==> src/rtl/dac_ctrl_pkg.sv <==
// dac_ctrl_pkg: shared constants and state types for the DAC update sequencer
package dac_ctrl_pkg;
    localparam int SETTLE_W = 8;
    localparam logic [1:0] ADDR_VREF   = 2'b00;
    localparam logic [1:0] ADDR_DATA   = 2'b01;
    localparam logic [1:0] ADDR_SETTLE = 2'b10;
    localparam logic [1:0] ADDR_CTRL   = 2'b11;
    typedef enum logic [1:0] {RX_IDLE, RX_ADDR, RX_PAY, RX_PAR} rx_state_t;
    typedef enum logic {U_IDLE, U_SETTLE} u_state_t;
    function automatic logic [SETTLE_W-1:0] settle_load(input logic [SETTLE_W-1:0] v);
        return (v == '0) ? SETTLE_W'(1) : v;
    endfunction
endpackage

==> src/rtl/dac_update_sequencer_if.sv <==
// dac_update_sequencer_if: serial frame pins, load request and DAC-facing outputs
interface dac_update_sequencer_if #(parameter int DATA_W = 8, parameter int VREF_W = 4);
    logic              sin;
    logic              sval;
    logic              ldac;
    logic [VREF_W-1:0] vref_out;
    logic [DATA_W-1:0] data_out;
    logic              busy;
    logic              done;
    logic              err;
    modport master (output sin, sval, ldac, input vref_out, data_out, busy, done, err);
    modport slave  (input sin, sval, ldac, output vref_out, data_out, busy, done, err);
endinterface

==> src/rtl/dac_frame_rx.sv <==
// dac_frame_rx: strobed serial receiver for start/addr/payload/even-parity frames
module dac_frame_rx import dac_ctrl_pkg::*; #(
    parameter int DATA_W = 8
) (
    input  logic              clk,
    input  logic              rst_n,
    input  logic              sin,
    input  logic              sval,
    output logic              frm_valid,
    output logic [1:0]        frm_addr,
    output logic [DATA_W-1:0] frm_payload,
    output logic              frm_perr
);
    localparam int CW = $clog2(DATA_W);
    rx_state_t         rx_state, rx_nxt;
    logic [CW-1:0]     cnt;
    logic [DATA_W+1:0] sr;
    logic              par;
    always_ff @(posedge clk or negedge rst_n)
        if (!rst_n) rx_state <= RX_IDLE;
        else        rx_state <= rx_nxt;
    always_comb begin
        rx_nxt = rx_state;
        if (sval)
            case (rx_state)
                RX_IDLE: rx_nxt = sin ? RX_ADDR : RX_IDLE;
                RX_ADDR: rx_nxt = (cnt == CW'(1)) ? RX_PAY : RX_ADDR;
                RX_PAY:  rx_nxt = (cnt == CW'(DATA_W - 1)) ? RX_PAR : RX_PAY;
                default: rx_nxt = RX_IDLE;
            endcase
    end
    // cnt restarts on every state change so each field counts from zero
    always_ff @(posedge clk or negedge rst_n)
        if (!rst_n) begin
            cnt <= '0;
            sr  <= '0;
            par <= 1'b0;
        end else if (sval) begin
            cnt <= (rx_nxt != rx_state) ? '0 : cnt + 1'b1;
            if (rx_state == RX_ADDR || rx_state == RX_PAY) begin
                sr  <= {sr[DATA_W:0], sin};
                par <= par ^ sin;
            end else if (rx_state == RX_IDLE) begin
                par <= 1'b0;
            end
        end
    always_comb begin
        frm_valid   = sval && (rx_state == RX_PAR);
        frm_perr    = frm_valid && (par ^ sin);
        frm_addr    = sr[DATA_W+1:DATA_W];
        frm_payload = sr[DATA_W-1:0];
    end
endmodule

==> src/rtl/dac_update_sequencer.sv <==
// dac_update_sequencer: shadow registers from serial frames, load-triggered DAC update with settle timing
module dac_update_sequencer import dac_ctrl_pkg::*; #(
    parameter int DATA_W     = 8,
    parameter int VREF_W     = 4,
    parameter int SETTLE_RST = 16
) (
    input logic                  clk,
    input logic                  rst_n,
    dac_update_sequencer_if.slave bus
);
    logic                frm_valid, frm_perr, acc;
    logic [1:0]          frm_addr;
    logic [DATA_W-1:0]   frm_payload;
    logic [VREF_W-1:0]   vref_sh, vref_q;
    logic [DATA_W-1:0]   data_sh, data_q;
    logic [SETTLE_W-1:0] settle_r, scnt;
    logic                auto_r, auto_go, err_q, done_q, pending;
    logic                start, settle_end, busy;
    u_state_t            u_state, u_nxt;

    dac_frame_rx #(.DATA_W(DATA_W)) u_rx (
        .clk         (clk),
        .rst_n       (rst_n),
        .sin         (bus.sin),
        .sval        (bus.sval),
        .frm_valid   (frm_valid),
        .frm_addr    (frm_addr),
        .frm_payload (frm_payload),
        .frm_perr    (frm_perr)
    );

    assign acc = frm_valid && !frm_perr;

    always_ff @(posedge clk or negedge rst_n)
        if (!rst_n) begin
            vref_sh  <= '0;
            data_sh  <= '0;
            settle_r <= SETTLE_W'(SETTLE_RST);
            auto_r   <= 1'b0;
            auto_go  <= 1'b0;
            err_q    <= 1'b0;
        end else begin
            if (frm_valid) err_q <= frm_perr;
            if (acc && frm_addr == ADDR_VREF)   vref_sh  <= frm_payload[VREF_W-1:0];
            if (acc && frm_addr == ADDR_DATA)   data_sh  <= frm_payload;
            if (acc && frm_addr == ADDR_SETTLE) settle_r <= SETTLE_W'(frm_payload);
            if (acc && frm_addr == ADDR_CTRL)   auto_r   <= frm_payload[0];
            auto_go <= acc && (frm_addr == ADDR_DATA) && auto_r;
        end

    always_ff @(posedge clk or negedge rst_n)
        if (!rst_n) u_state <= U_IDLE;
        else        u_state <= u_nxt;

    always_comb
        u_nxt = start ? U_SETTLE : settle_end ? U_IDLE : u_state;

    always_comb begin
        busy       = (u_state == U_SETTLE);
        start      = (u_state == U_IDLE) && (bus.ldac || auto_go || pending);
        settle_end = busy && (scnt == SETTLE_W'(1));
    end

    // outputs load from the pre-edge shadows, so a same-edge frame write waits for the next update
    always_ff @(posedge clk or negedge rst_n)
        if (!rst_n) begin
            vref_q  <= '0;
            data_q  <= '0;
            scnt    <= '0;
            done_q  <= 1'b0;
            pending <= 1'b0;
        end else begin
            done_q <= settle_end;
            if (start) begin
                vref_q  <= vref_sh;
                data_q  <= data_sh;
                scnt    <= settle_load(settle_r);
                pending <= 1'b0;
            end else if (busy) begin
                scnt <= scnt - 1'b1;
                if (bus.ldac) pending <= 1'b1;
            end
        end

    assign bus.vref_out = vref_q;
    assign bus.data_out = data_q;
    assign bus.busy     = busy;
    assign bus.done     = done_q;
    assign bus.err      = err_q;
endmodule
==> src/flat_wrapper.sv <==
// flat-port wrapper written by rule: the top's interface ports become plain ports
module dac_update_sequencer_flat import dac_ctrl_pkg::*;
#(
    parameter int DATA_W     = 8,
    parameter int VREF_W     = 4,
    parameter int SETTLE_RST = 16
)
  (clk, rst_n, bus_sin, bus_sval, bus_ldac, bus_vref_out, bus_data_out, bus_busy, bus_done, bus_err);
  dac_update_sequencer_if #(.DATA_W(DATA_W), .VREF_W(VREF_W)) bus_i ();
  input logic clk;
  input logic rst_n;
  input wire logic [$bits(bus_i.sin)-1:0] bus_sin;
  input wire logic [$bits(bus_i.sval)-1:0] bus_sval;
  input wire logic [$bits(bus_i.ldac)-1:0] bus_ldac;
  output wire logic [$bits(bus_i.vref_out)-1:0] bus_vref_out;
  output wire logic [$bits(bus_i.data_out)-1:0] bus_data_out;
  output wire logic [$bits(bus_i.busy)-1:0] bus_busy;
  output wire logic [$bits(bus_i.done)-1:0] bus_done;
  output wire logic [$bits(bus_i.err)-1:0] bus_err;
  assign bus_i.sin = bus_sin;
  assign bus_i.sval = bus_sval;
  assign bus_i.ldac = bus_ldac;
  assign bus_vref_out = bus_i.vref_out;
  assign bus_data_out = bus_i.data_out;
  assign bus_busy = bus_i.busy;
  assign bus_done = bus_i.done;
  assign bus_err = bus_i.err;
  dac_update_sequencer #(.DATA_W(DATA_W), .VREF_W(VREF_W), .SETTLE_RST(SETTLE_RST)) u_core (.clk(clk), .rst_n(rst_n), .bus(bus_i));
endmodule
==> config.mk <==
export PLATFORM = sky130hd
export DESIGN_NAME = dac_update_sequencer_flat
export DESIGN_NICKNAME = d
export VERILOG_FILES = /design/src/rtl/dac_ctrl_pkg.sv /design/src/rtl/dac_update_sequencer_if.sv /design/src/rtl/dac_frame_rx.sv /design/src/rtl/dac_update_sequencer.sv /design/src/flat_wrapper.sv
export SDC_FILE = /design/constraint.sdc
export NUM_CORES = 1
export LEC_CHECK = 0
export ABC_AREA = 0
export BUFFER_PORTS_ARGS = -buffer_cell sky130_fd_sc_hd__buf_2
export CORE_ASPECT_RATIO = 0.75
export CORE_MARGIN = 2
export CORE_UTILIZATION = 37
export DETAILED_ROUTE_END_ITERATION = 8
export GPL_ROUTABILITY_DRIVEN = 0
export PLACE_DENSITY = 0.53
export SYNTH_ARGS = -nofsm -noshare
export SYNTH_HDL_FRONTEND = slang
export SYNTH_SLANG_ARGS = --single-unit
==> constraint.sdc <==
create_clock -name clk -period 2.25 [get_ports clk]
set_input_delay 0.3375 -clock clk [delete_from_list [all_inputs] [get_ports clk]]
set_output_delay 0.3375 -clock clk [all_outputs]
set_load 0.005 [all_outputs]
==> tab_implementation.tex, run 1 <==
\begin{tabular}{lr}
\hline
Metric & Value \\
\hline
\multicolumn{2}{l}{\textbf{Timing}} \\
RSZ-0062 raised after global routing & false \\
Slew margin rel. & 0.398 \\
PnR worst setup slack & 0.314 ns \\
Total count of max-transition violations in the final report & 0 \\
Final total negative setup slack & 0 ns \\
Worst clock skew & just over 0.008 ns \\
Number of failing hold endpoints at the final stage & 0 \\
Actual slew at the worst max-slew pin & between 0.9 and 1 ns \\
Final critical delay including setup and external delays & $\sim$1.9 ns \\
Period utilisation layout & 0.860 \\
Peak clock frequency supported by timing & roughly 520 MHz \\
Setup violation total in the final timing report & 0 \\
Hold WS & 0.00106 ns \\
\multicolumn{2}{l}{\textbf{Critical path}} \\
Source of the critical timing path & u\_core.u\_rx.cnt[0] \\
CP peak stage delay & 0.41 ns \\
WP data arrival & 2.13 ns \\
Required time of the critical path & $\sim$2.4 ns \\
Critical Path Slowest Stage Cell & dfrtp\_1 \\
Highest fanout seen on the critical path & 4 \\
Setup slack on the worst flop-to-flop path & between 0.3 and 0.4 ns \\
Cells along the critical path & ha\_1 > ha\_1 > a22oi\_1 > nand2b\_1 > o21ai\_0 > a311oi\_1 > o22ai\_1 \\
CP endpoint kind & flop \\
CP most frequent cell & ha\_1 \\
Reg-to-reg critical path startpoint & u\_core.u\_rx.cnt[0] \\
Kind of start point of the critical path & flop \\
Crit Path Category & reg -> reg \\
\multicolumn{2}{l}{\textbf{GRT}} \\
Met3 capacity usage during global routing & 0.0443 \\
Congestion Overflow GR & 0 \\
First-pass GRT wire length & 8390 um \\
Global-route met1 utilization & 0.191 \\
Met2 layer usage reported by global route & 0.182 \\
Vias in the first global route & $\sim$1600 \\
Antenna violations before repair & 0 \\
Pin count of the biggest net entering global routing & 63 \\
Layer with the highest usage after global routing & met1 \\
Overall fraction of global-route tracks in use & 0.132 \\
\multicolumn{2}{l}{\textbf{Clock network}} \\
Worst-case clock buffer depth & 2 \\
Clock tree from TritonCTS & yes \\
Hold-fix buffer count after cts & 0 \\
Cts bufs inserted & 9 \\
Number of clock sinks & slightly above 60 \\
CTS resizes & 0 \\
Number of post-CTS setup repair buffers & 0 \\
Later-pin clock latency in the skew report & 0.33 ns \\
Library cell used as clock root buffer & clkbuf\_8 \\
Clk pin slew, worst setup/hold paths & approximately 0.070 ns \\
CTS H-Tree Depth & 3 \\
\multicolumn{2}{l}{\textbf{Routing}} \\
Number of detailed-route iterations in the first pass & 4 \\
Average wire length per cell after detail routing & 14.0 um \\
Post-route DRC & 0 \\
Via Count & between 1500 and 2000 \\
DRT Wirelength & slightly below 5000 um \\
Drt via density & about 4.9 \\
Post-DRT Antenna Nets & 0 \\
Number of DRC violations after detailed-routing iteration 0 & 74 \\
\multicolumn{2}{l}{\textbf{Die}} \\
CORE AREA & roughly 0.0073 mm\^{}2 \\
Horiz. Die Dim & 104 um \\
I/O pin total & 20 \\
Row count & 27 \\
Full die area & just over 0.008 mm\^{}2 \\
Initial core utilization & 0.379 \\
Vert. Die Dim & 78.7 um \\
\multicolumn{2}{l}{\textbf{Yosys}} \\
Total of flip-flops plus latches after synthesis & just over 60 \\
Synthesized area per cell & around 13 um\^{}2 \\
Cell count after synthesis & 210 \\
Yosys Warn Count & 0 \\
Number of flops mapped to enable cells by yosys & 0 \\
Count of different cell masters after synthesis & 44 \\
Post-synth ARST share & 1.00 \\
Primary flip-flop cell chosen by synthesis mapping & dfrtp\_1 \\
Net Count, Synth & approximately 230 \\
Post-synthesis instance area & between 0.002 and 0.003 mm\^{}2 \\
Sequential-to-total area share from yosys stat & 0.564 \\
\multicolumn{2}{l}{\textbf{Power}} \\
Total leakage power & 1.52 nW \\
Sequential share of power & 0.453 \\
Power density of the placed cells & $\sim$1300 mW/mm\^{}2 \\
Net Sw Power & roughly 1.3 mW \\
Cell internal pwr & 2.78 mW \\
Maximum resistive drop on vdd & slightly below 600 uV \\
Switching share of total power & 0.314 \\
Combinational fraction of design power & 0.257 \\
Part of the power in the clock network & 0.290 \\
\multicolumn{2}{l}{\textbf{Status}} \\
Run status & completed \\
\multicolumn{2}{l}{\textbf{Job}} \\
Number of max-capacitance violations reported & 0 \\
\multicolumn{2}{l}{\textbf{Placed design}} \\
Post-Place Worst Slack & 0.304 ns \\
Half-perimeter wire length after detailed placement & 3210 um \\
Number of port buffers & 19 \\
\multicolumn{2}{l}{\textbf{Layout}} \\
Antenna diode count & 0 \\
Share of post-route cells with drive strength above 1 & 0.377 \\
Layout overhead on the synthesized area & 17.3\% \\
Final \#Nets & $\sim$250 \\
\multicolumn{2}{l}{\textbf{Worst hold path}} \\
Worst hold path type & in -> async \\
\hline
\end{tabular}
-- worst paths after layout --
kind / to / cells after the start
worst max-delay path: u_core.u_rx.cnt[2] / 7
worst min-delay path: u_core.bus.data_out[7] / 2
worst max register to register: u_core.u_rx.cnt[2] / 7
worst min register to register: u_core.bus.data_out[4] / 1
max in group asynchronous: u_core.settle_r[4] / 2
min in group clk: u_core.pending / 2
-- cell usage after synthesis, drive strengths merged, types with 3 or more instances --
| master | count | share of area |
|---|---|---|
| mux2 | 43 | 0.18 |
| nor4 | 4 | 0.014 |
| dfrtp | 61 | 0.55 |
| nand2 | 14 | 0.019 |
| o21ai | 8 | 0.016 |
| a21oi | 7 | 0.013 |
| inv | 8 | 0.011 |
| nor2 | 9 | 0.019 |
| buf | 3 | 0.0077 |
| nor2b | 3 | 0.0068 |
| nand2b | 5 | 0.011 |
| nor3 | 4 | 0.0091 |
| ha | 10 | 0.045 |
-- per-layer routing --
layer / share of wire / wire length (um) / vias to the layer above
li1: - / - / 821
met1: 0.53 / 2580 / 814
met2: 0.40 / 1920 / 38
met3: 0.057 / 275 / 5
met4: 0.010 / 50 / 0
met5: 0 / 0 / -
-- power by group through the flow --
stage                     Clock, mW  Sequential (mW)  Combinational [mW]
final                          1.18             1.84                1.04
after global routing           1.26             1.89                1.19
after CTS                      1.21             1.84                1.05
after detailed placement          0             1.85                1.05
after global placement            0             1.85                1.04
after floorplan                   0             1.76               0.822
-- critical path: cells and delay by family (launching register included) --
kind / cells / cell delay, ns
AND/OR/NAND/NOR: 1 / 0.14
adder cells (fa/ha/maj): 2 / 0.39
AO/OA/AOI/OAI: 4 / 0.86
flip-flops: 1 / 0.41
-- logic make-up (layout without fill, tap and decap cells) --
group           count (synthesis)  count (layout)  synth area share
flops                          62              62             0.564
simple gates                   47              47             0.103
mux                            45              45             0.183
compound gates                 33              33            0.0813
buf+inv                        12              46            0.0200
fa+ha+maj                      10              10            0.0454
xor+xnor                        1               1           0.00318
-- sequential cells by signal (all words and copies together) (netlist names), 2 cells and up --
register	count
u_core.bus.vref_out	4
u_core.u_rx.rx_state	2
u_core.scnt	8
u_core.data_sh	8
u_core.vref_sh	4
u_core.settle_r	8
u_core.u_rx.sr	10
u_core.u_rx.cnt	3
u_core.bus.data_out	8
-- final cells by class --
class,count,area [um^2]
repair buffers,22,130
clock inverters,7,121
clock buffers,9,124
well taps,101,126
fillers,710,4030
inverters,8,30.0
multi-input cells,136,1150
flip-flops and latches,62,1550
-- per-stage QoR --
| step | total power, mW | std cells | area (um^2) | util |
|---|---|---|---|---|
| 2_1_floorplan | 2.58 | 210 | 2750 | - |
| 3_3_place_gp | 2.88 | 329 | 2990 | 0.411 |
| 3_5_place_dp | 2.90 | 329 | 2990 | 0.411 |
| 4_1_cts | 4.10 | 345 | 3230 | 0.445 |
| 5_1_grt | 4.35 | 345 | 3230 | 0.445 |
| 6_report | 4.05 | 345 | 3230 | 0.445 |
-- cells in the final DEF, fill, tap and decap left out, types with 2 or more instances in the layout --
cell type   instances
a21boi_0            2
a21oi_1             7
a311oi_1            2
a31oi_1             2
a32oi_1             2
buf_2              19
buf_4               2
bufinv_16           3
clkbuf_8            9
clkinvlp_4          3
dfrtp_1            61
ha_1               10
inv_1               8
mux2_2             43
mux2i_1             2
nand2_1            14
nand2b_1            5
nor2_1              6
nor2_4              2
nor2b_1             3
nor3_1              3
nor4_1              2
nor4_2              2
o21ai_0             7
o22ai_1             2
Note: power is estimated with default switching activity, not from simulation.
==> run 2, diff against run 1 <==
CORE_UTILIZATION = 50   (was 37)
HOLD_SLACK_MARGIN = 0.02   (was not set)
PLACE_DENSITY = 0.68   (was 0.53)
==> run 2 against run 1 <==
  * Sequential power is essentially flat
  * Total power shrank 7.5%
  * Register-to-register slack lost 0.04 ns
  * Non-clock buffer count grew 2
  * Cell area shrank 2.7%
  * Via count grew 0.89%
  * Critical path type unchanged
  * Largest cell class unchanged
==> tab_implementation.tex, run 2 (synthesized netlist as in run 1, its figures left out) <==
\begin{tabular}{lr}
\hline
Metric & Value \\
\hline
\multicolumn{2}{l}{\textbf{Power}} \\
Total leakage power & 1.51 nW (-1.1\%) \\
Power density of the placed cells & 1190 mW/mm\^{}2 (-5.0\%) \\
Switching share of total power & 0.333 (+0.0192) \\
Total Power Consumption & 3.75 mW (-7.5\%) \\
Cell internal pwr & 2.50 mW (-10\%) \\
Net Sw Power & 1.25 mW (-1.9\%) \\
Maximum resistive drop on vdd & 614 uV (+5.3\%) \\
Combinational fraction of design power & 0.276 (+0.019) \\
Sequential share of power & 0.489 (+0.036) \\
Part of the power in the clock network & 0.236 (-0.054) \\
\multicolumn{2}{l}{\textbf{Placed design}} \\
Number of port buffers & 19 (unchanged) \\
Post-Place Worst Slack & 0.264 ns (-0.0401 ns) \\
Cell area reported after detailed placement & 0.00295 mm\^{}2 (-1.3\%) \\
Dpl cells & 304 (-7.6\%) \\
Half-perimeter wire length after detailed placement & 3110 um (-3.2\%) \\
\multicolumn{2}{l}{\textbf{Die}} \\
Row count & 23 (-15\%) \\
I/O pin total & 20 (unchanged) \\
Initial core utilization & 0.517 (+0.138) \\
CORE AREA & 0.00532 mm\^{}2 (-27\%) \\
Vert. Die Dim & 68.3 um (-13\%) \\
Horiz. Die Dim & 89.7 um (-13\%) \\
Full die area & 0.00612 mm\^{}2 (-25\%) \\
\multicolumn{2}{l}{\textbf{Layout}} \\
Share of post-route cells with drive strength above 1 & 0.378 (+0.00100) \\
Layout overhead on the synthesized area & 14.1\% \\
Most frequent cells in the layout & 61 x dfrtp\_1, 43 x mux2\_2, 19 x buf\_2 \\
Final design area excluding fillers & 0.00314 mm\^{}2 (-2.7\%) \\
Final \#Nets & 256 (+0.79\%) \\
Core occupancy in the finished layout & 0.590 (+0.146) \\
Antenna diode count & 0 (unchanged) \\
Number of flip-flops under the largest register name & 10 (unchanged) \\
Largest register by flop count & u\_core.u\_rx.sr \\
Layout Cells excl Fill & 321 (-7.0\%) \\
Most frequent standard cell in the layout excluding fill and tap cells & dfrtp\_1 \\
\multicolumn{2}{l}{\textbf{Timing}} \\
Slew margin rel. & 0.412 (+0.0140) \\
Total count of max-transition violations in the final report & 0 (unchanged) \\
Peak clock frequency supported by timing & 505 MHz (-2.2\%) \\
RSZ-0062 raised after global routing & false \\
Actual slew at the worst max-slew pin & 0.880 ns (-0.0210 ns) \\
Period utilisation layout & 0.879 (+0.0190) \\
Worst clock skew & 0.00567 ns (-0.00262 ns) \\
Final total negative setup slack & 0 ns (unchanged) \\
Setup violation total in the final timing report & 0 (unchanged) \\
PnR worst setup slack & 0.271 ns (-0.0427 ns) \\
Final critical delay including setup and external delays & 1.98 ns (+0.0427 ns) \\
Hold WS & 0.252 ns (+0.251 ns) \\
Number of failing hold endpoints at the final stage & 0 (unchanged) \\
\multicolumn{2}{l}{\textbf{Critical path}} \\
Buffer and inverter count on the worst path & 0 (unchanged) \\
CP endpoint kind & flop \\
Largest delay contributor family on the critical path & compound AO/OA/AOI/OAI gates \\
Kind of start point of the critical path & flop \\
Setup slack on the worst flop-to-flop path & 0.27 ns (-0.04 ns) \\
Critical Path Slowest Stage Cell & dfrtp\_1 \\
Cells on worst reg2reg path & 7 (unchanged) \\
Highest fanout seen on the critical path & 4 (unchanged) \\
Crit Path Category & reg -> reg \\
CP most frequent cell & ha\_1 \\
Cells along the critical path & ha\_1 > ha\_1 > a22oi\_1 > nand2b\_1 > o21ai\_0 > a311oi\_1 > o22ai\_1 \\
Reg-to-Reg End & u\_core.u\_rx.cnt[2] \\
WP data arrival & 2.17 ns (+0.04 ns) \\
Reg-to-reg critical path startpoint & u\_core.u\_rx.cnt[0] \\
CP peak stage delay & 0.41 ns (about the same) \\
Required time of the critical path & 2.44 ns (about the same) \\
\multicolumn{2}{l}{\textbf{Routing}} \\
Number of detailed-route iterations in the first pass & 4 (unchanged) \\
Drt via density & 5.27 (+8.4\%) \\
DRT Wirelength & 4600 um (-4.7\%) \\
Via Count & 1693 (+0.89\%) \\
Average wire length per cell after detail routing & 14.3 um (+2.5\%) \\
Number of DRC violations after detailed-routing iteration 0 & 90 (+22\%) \\
Post-route DRC & 0 (unchanged) \\
Post-DRT Antenna Nets & 0 (unchanged) \\
\multicolumn{2}{l}{\textbf{GRT}} \\
First-pass GRT wire length & 8010 um (-4.5\%) \\
Overall fraction of global-route tracks in use & 0.179 (+0.0472) \\
Vias in the first global route & 1619 (-1.0\%) \\
Antenna violations before repair & 0 (unchanged) \\
Congestion Overflow GR & 0 (unchanged) \\
Pin count of the biggest net entering global routing & 23 (-63\%) \\
\multicolumn{2}{l}{\textbf{Clock network}} \\
Library cell used as clock root buffer & clkbuf\_8 \\
CTS H-Tree Depth & 3 (unchanged) \\
Cts bufs inserted & 9 (unchanged) \\
Number of clock sinks & 62 (unchanged) \\
Number of post-CTS setup repair buffers & 0 (unchanged) \\
Worst-case clock buffer depth & 2 (unchanged) \\
Later-pin clock latency in the skew report & 0.33 ns (about the same) \\
Clk pin slew, worst setup/hold paths & 0.07 ns (about the same) \\
Clock tree from TritonCTS & yes \\
\multicolumn{2}{l}{\textbf{Worst hold path}} \\
Worst hold path endpoint & u\_core.pending \\
Hold Path Cell Cnt & 2 \\
Hold\_sp & bus\_ldac \\
Worst hold path type & in -> reg \\
\multicolumn{2}{l}{\textbf{Status}} \\
Run status & completed \\
\multicolumn{2}{l}{\textbf{Job}} \\
Number of max-capacitance violations reported & 0 (unchanged) \\
\hline
\end{tabular}
## run 2: metal layers
metal | vias up | part of all wire | GRT usage
li1 | 833 | - | -
met1 | 828 | 0.53 | 0.252
met2 | 27 | 0.42 | 0.250
met3 | 5 | 0.041 | 0.0724
met4 | 0 | 0.014 | 0.0616
met5 | - | 0 | 0
## run 2: power by group through the flow
stage / sequential [mW] / combinational (mW) / clock (mW)
after floorplan: 1.76 / 0.822 / 0
after global placement: 1.84 / 1.02 / 0
after detailed placement: 1.84 / 1.04 / 0
after CTS: 1.83 / 1.05 / 0.910
after global routing: 1.89 / 1.18 / 0.962
final: 1.83 / 1.03 / 0.883
## run 2: worst max-delay path by stage
stage,start,to,slack (ns),cells past startpoint
final,u_core.u_rx.cnt[0],u_core.u_rx.cnt[2],0.27,7
after detailed placement,u_core.u_rx.cnt[0],u_core.u_rx.cnt[2],0.26,7
after global placement,u_core.u_rx.cnt[0],u_core.u_rx.cnt[2],0.37,7
after global routing,u_core.u_rx.rx_state[0],u_core.u_rx.cnt[2],0.0009,7
after CTS,u_core.u_rx.cnt[0],u_core.u_rx.cnt[2],0.25,7
after floorplan,u_core.u_rx.cnt[0],u_core.u_rx.cnt[2],0.48,7
## run 2: area by class of cell
| type | instances | area (um^2) |
|---|---|---|
| Fill cell | 459 | 2180 |
| Sequential cell | 62 | 1550 |
| Multi-Input combinational cell | 136 | 1150 |
| Clock buffer | 11 | 151 |
| Timing Repair Buffer | 24 | 135 |
| Tap cell | 75 | 93.8 |
| Clock inverter | 5 | 33.8 |
| Inverter | 8 | 30.0 |
## run 2: timing repair
item                                   CTS  global route
hold buffers                             1             0
gates resized for setup                  0             0
endpoints found under the hold margin   20             0
==> run 3, diff against run 2 <==
GPL_TIMING_DRIVEN = 0   (was not set)
==> run 3 against run 2 <==
  * Critical path depth stayed put
  * Count of clock-buffer cells in the layout decreased by 1
  * Wire length increased by 4.3%
  * Critical path type unchanged
  * Die area did not move
  * Combinational power about the same
  * Sequential power is essentially flat
  * Fmax fell by 1.7%
  * Register-to-register slack worse by 0.03 ns
  * Total power shrank 0.43%
==> tab_implementation.tex, run 3 (synthesized netlist as in run 1, its figures left out) <==
\begin{tabular}{lr}
\hline
Metric & Value \\
\hline
\multicolumn{2}{l}{\textbf{Critical path}} \\
Kind of start point of the critical path & flop \\
CP most frequent cell & ha\_1 \\
Critical Path Slowest Stage Cell & dfrtp\_1 \\
Crit Path Category & reg -> reg \\
Cells on worst reg2reg path & 7 (unchanged) \\
CP endpoint kind & flop \\
Cells along the critical path & ha\_1 > ha\_1 > a22oi\_1 > nand2b\_1 > o21ai\_0 > a311oi\_1 > o22ai\_1 \\
CP peak stage delay & 0.41 ns (about the same) \\
Required time of the critical path & 2.45 ns (about the same) \\
WP data arrival & 2.21 ns (+0.04 ns) \\
Setup slack on the worst flop-to-flop path & 0.24 ns (-0.03 ns) \\
Reg-to-Reg End & u\_core.u\_rx.cnt[2] \\
Highest fanout seen on the critical path & 4 (unchanged) \\
Reg-to-reg critical path startpoint & u\_core.u\_rx.cnt[0] \\
\multicolumn{2}{l}{\textbf{Clock network}} \\
Hold-fix buffer count after cts & 0 (-1) \\
CTS H-Tree Depth & 3 (unchanged) \\
Library cell used as clock root buffer & clkbuf\_8 \\
Worst-case clock buffer depth & 2 (unchanged) \\
Clock tree from TritonCTS & yes \\
Later-pin clock latency in the skew report & 0.34 ns (about the same) \\
Clk pin slew, worst setup/hold paths & 0.07 ns (about the same) \\
Number of clock sinks & 62 (unchanged) \\
CTS resizes & 0 (unchanged) \\
Cts bufs inserted & 9 (unchanged) \\
Number of post-CTS setup repair buffers & 0 (unchanged) \\
\multicolumn{2}{l}{\textbf{GRT}} \\
Congestion Overflow GR & 0 (unchanged) \\
Antenna violations before repair & 0 (unchanged) \\
First-pass GRT wire length & 8140 um (+1.6\%) \\
Met2 layer usage reported by global route & 0.273 (+0.0230) \\
Layer with the highest usage after global routing & met2 \\
Vias in the first global route & 1715 (+5.9\%) \\
Met3 capacity usage during global routing & 0.0748 (+0.00241) \\
Global-route met1 utilization & 0.243 (-0.00915) \\
Pin count of the biggest net entering global routing & 63 (+170\%) \\
Overall fraction of global-route tracks in use & 0.185 (+0.00565) \\
\multicolumn{2}{l}{\textbf{Die}} \\
Initial core utilization & 0.517 (unchanged) \\
Full die area & 0.00612 mm\^{}2 (unchanged) \\
Vert. Die Dim & 68.3 um (unchanged) \\
Horiz. Die Dim & 89.7 um (unchanged) \\
CORE AREA & 0.00532 mm\^{}2 (unchanged) \\
Row count & 23 (unchanged) \\
I/O pin total & 20 (unchanged) \\
\multicolumn{2}{l}{\textbf{Timing}} \\
RSZ-0062 raised after global routing & false \\
Peak clock frequency supported by timing & 497 MHz (-1.7\%) \\
Final total negative setup slack & 0 ns (unchanged) \\
Total count of max-transition violations in the final report & 0 (unchanged) \\
Worst clock skew & 0.00662 ns (+0.000944 ns) \\
Period utilisation layout & 0.894 (+0.0150) \\
Setup violation total in the final timing report & 0 (unchanged) \\
Actual slew at the worst max-slew pin & 0.812 ns (-0.0679 ns) \\
Final critical delay including setup and external delays & 2.01 ns (+0.0337 ns) \\
Hold WS & 0.0524 ns (-0.199 ns) \\
Slew margin rel. & 0.453 (+0.0409) \\
Number of failing hold endpoints at the final stage & 0 (unchanged) \\
\multicolumn{2}{l}{\textbf{Routing}} \\
Number of detailed-route iterations in the first pass & 4 (unchanged) \\
Number of DRC violations after detailed-routing iteration 0 & 105 (+17\%) \\
Post-route DRC & 0 (unchanged) \\
Drt via density & 5.47 (+3.7\%) \\
Via Count & 1751 (+3.4\%) \\
Post-DRT Antenna Nets & 0 (unchanged) \\
Average wire length per cell after detail routing & 15.0 um (+4.7\%) \\
DRT Wirelength & 4800 um (+4.3\%) \\
\multicolumn{2}{l}{\textbf{Power}} \\
Total leakage power & 1.50 nW (-0.88\%) \\
Maximum resistive drop on vdd & 665 uV (+8.2\%) \\
Power density of the placed cells & 1200 mW/mm\^{}2 (+0.29\%) \\
\multicolumn{2}{l}{\textbf{Layout}} \\
Most frequent cells in the layout & 61 x dfrtp\_1, 43 x mux2\_2, 20 x buf\_2 \\
Layout overhead on the synthesized area & 13.3\% \\
Largest register by flop count & u\_core.u\_rx.sr \\
Share of post-route cells with drive strength above 1 & 0.376 (-0.00254) \\
Final design area excluding fillers & 0.00312 mm\^{}2 (-0.72\%) \\
Antenna diode count & 0 (unchanged) \\
Number of flip-flops under the largest register name & 10 (unchanged) \\
Final \#Nets & 255 (-0.39\%) \\
Most frequent standard cell in the layout excluding fill and tap cells & dfrtp\_1 \\
\multicolumn{2}{l}{\textbf{Placed design}} \\
Half-perimeter wire length after detailed placement & 3240 um (+4.2\%) \\
Cell area reported after detailed placement & 0.00294 mm\^{}2 (-0.17\%) \\
Number of port buffers & 19 (unchanged) \\
\multicolumn{2}{l}{\textbf{Status}} \\
Run status & completed \\
\multicolumn{2}{l}{\textbf{Worst hold path}} \\
Worst hold path type & in -> async \\
\multicolumn{2}{l}{\textbf{Job}} \\
Number of max-capacitance violations reported & 0 (unchanged) \\
\hline
\end{tabular}
-- run 3: cell count changes in the layout (fill, tap and decap cells not counted), sizes merged --
cell / delta
buf: -1
clkinvlp: +1
dlygate4sd3: -1
-- run 3: layout make-up --
| cell class | count | area, um^2 |
|---|---|---|
| fillers | 438 | 2200 |
| flip-flops and latches | 62 | 1550 |
| multi-input cells | 136 | 1150 |
| clock buffers | 10 | 138 |
| repair buffers | 19 | 97.6 |
| well taps | 75 | 93.8 |
| clock inverters | 6 | 37.5 |
| inverters | 8 | 30.0 |
| plain buffers | 4 | 25.0 |
-- run 3: per-layer routing --
| layer | up-vias | routed length, um |
|---|---|---|
| met5 | - | 0 |
| met4 | 0 | 87 |
| met3 | 9 | 223 |
| met2 | 31 | 2100 |
| met1 | 882 | 2390 |
| li1 | 829 | - |
-- run 3: worst max-delay path, delay by kind of cell (launching register included) --
kind / cells / cell delay (ns)
compound gates: 4 / 0.91
flops: 1 / 0.41
simple gates: 1 / 0.14
fa+ha+maj: 2 / 0.40
-- run 3: how the worst max path moves through the flow --
| stage | from | end | cells past startpoint |
|---|---|---|---|
| after floorplan | u_core.u_rx.cnt[0] | u_core.u_rx.cnt[2] | 7 |
| after global placement | u_core.u_rx.cnt[0] | u_core.u_rx.cnt[2] | 7 |
| after detailed placement | u_core.u_rx.cnt[0] | u_core.u_rx.cnt[2] | 7 |
| after CTS | u_core.u_rx.cnt[0] | u_core.u_rx.cnt[2] | 7 |
| after global routing | u_core.u_rx.cnt[0] | u_core.u_rx.cnt[2] | 7 |
| final | u_core.u_rx.cnt[0] | u_core.u_rx.cnt[2] | 7 |
-- run 3: power by group --
part	total, mW	switching [mW]	internal [mW]
clock network	0.851	0.429	0.422
registers	1.83	0.344	1.49
logic	1.05	0.492	0.557
total	3.73	1.26	2.47
-- run 3: per-stage QoR --
stage | util | setup slack, ns | power [mW] | std cells
floorplan | - | 0.481 | 2.58 | 210
global placement | 0.553 | 0.288 | 2.86 | 304
detailed placement | 0.553 | 0.277 | 2.90 | 304
CTS | 0.586 | 0.257 | 3.77 | 320
global route | 0.586 | 0.0501 | 4.02 | 320
finish | 0.586 | 0.237 | 3.73 | 320
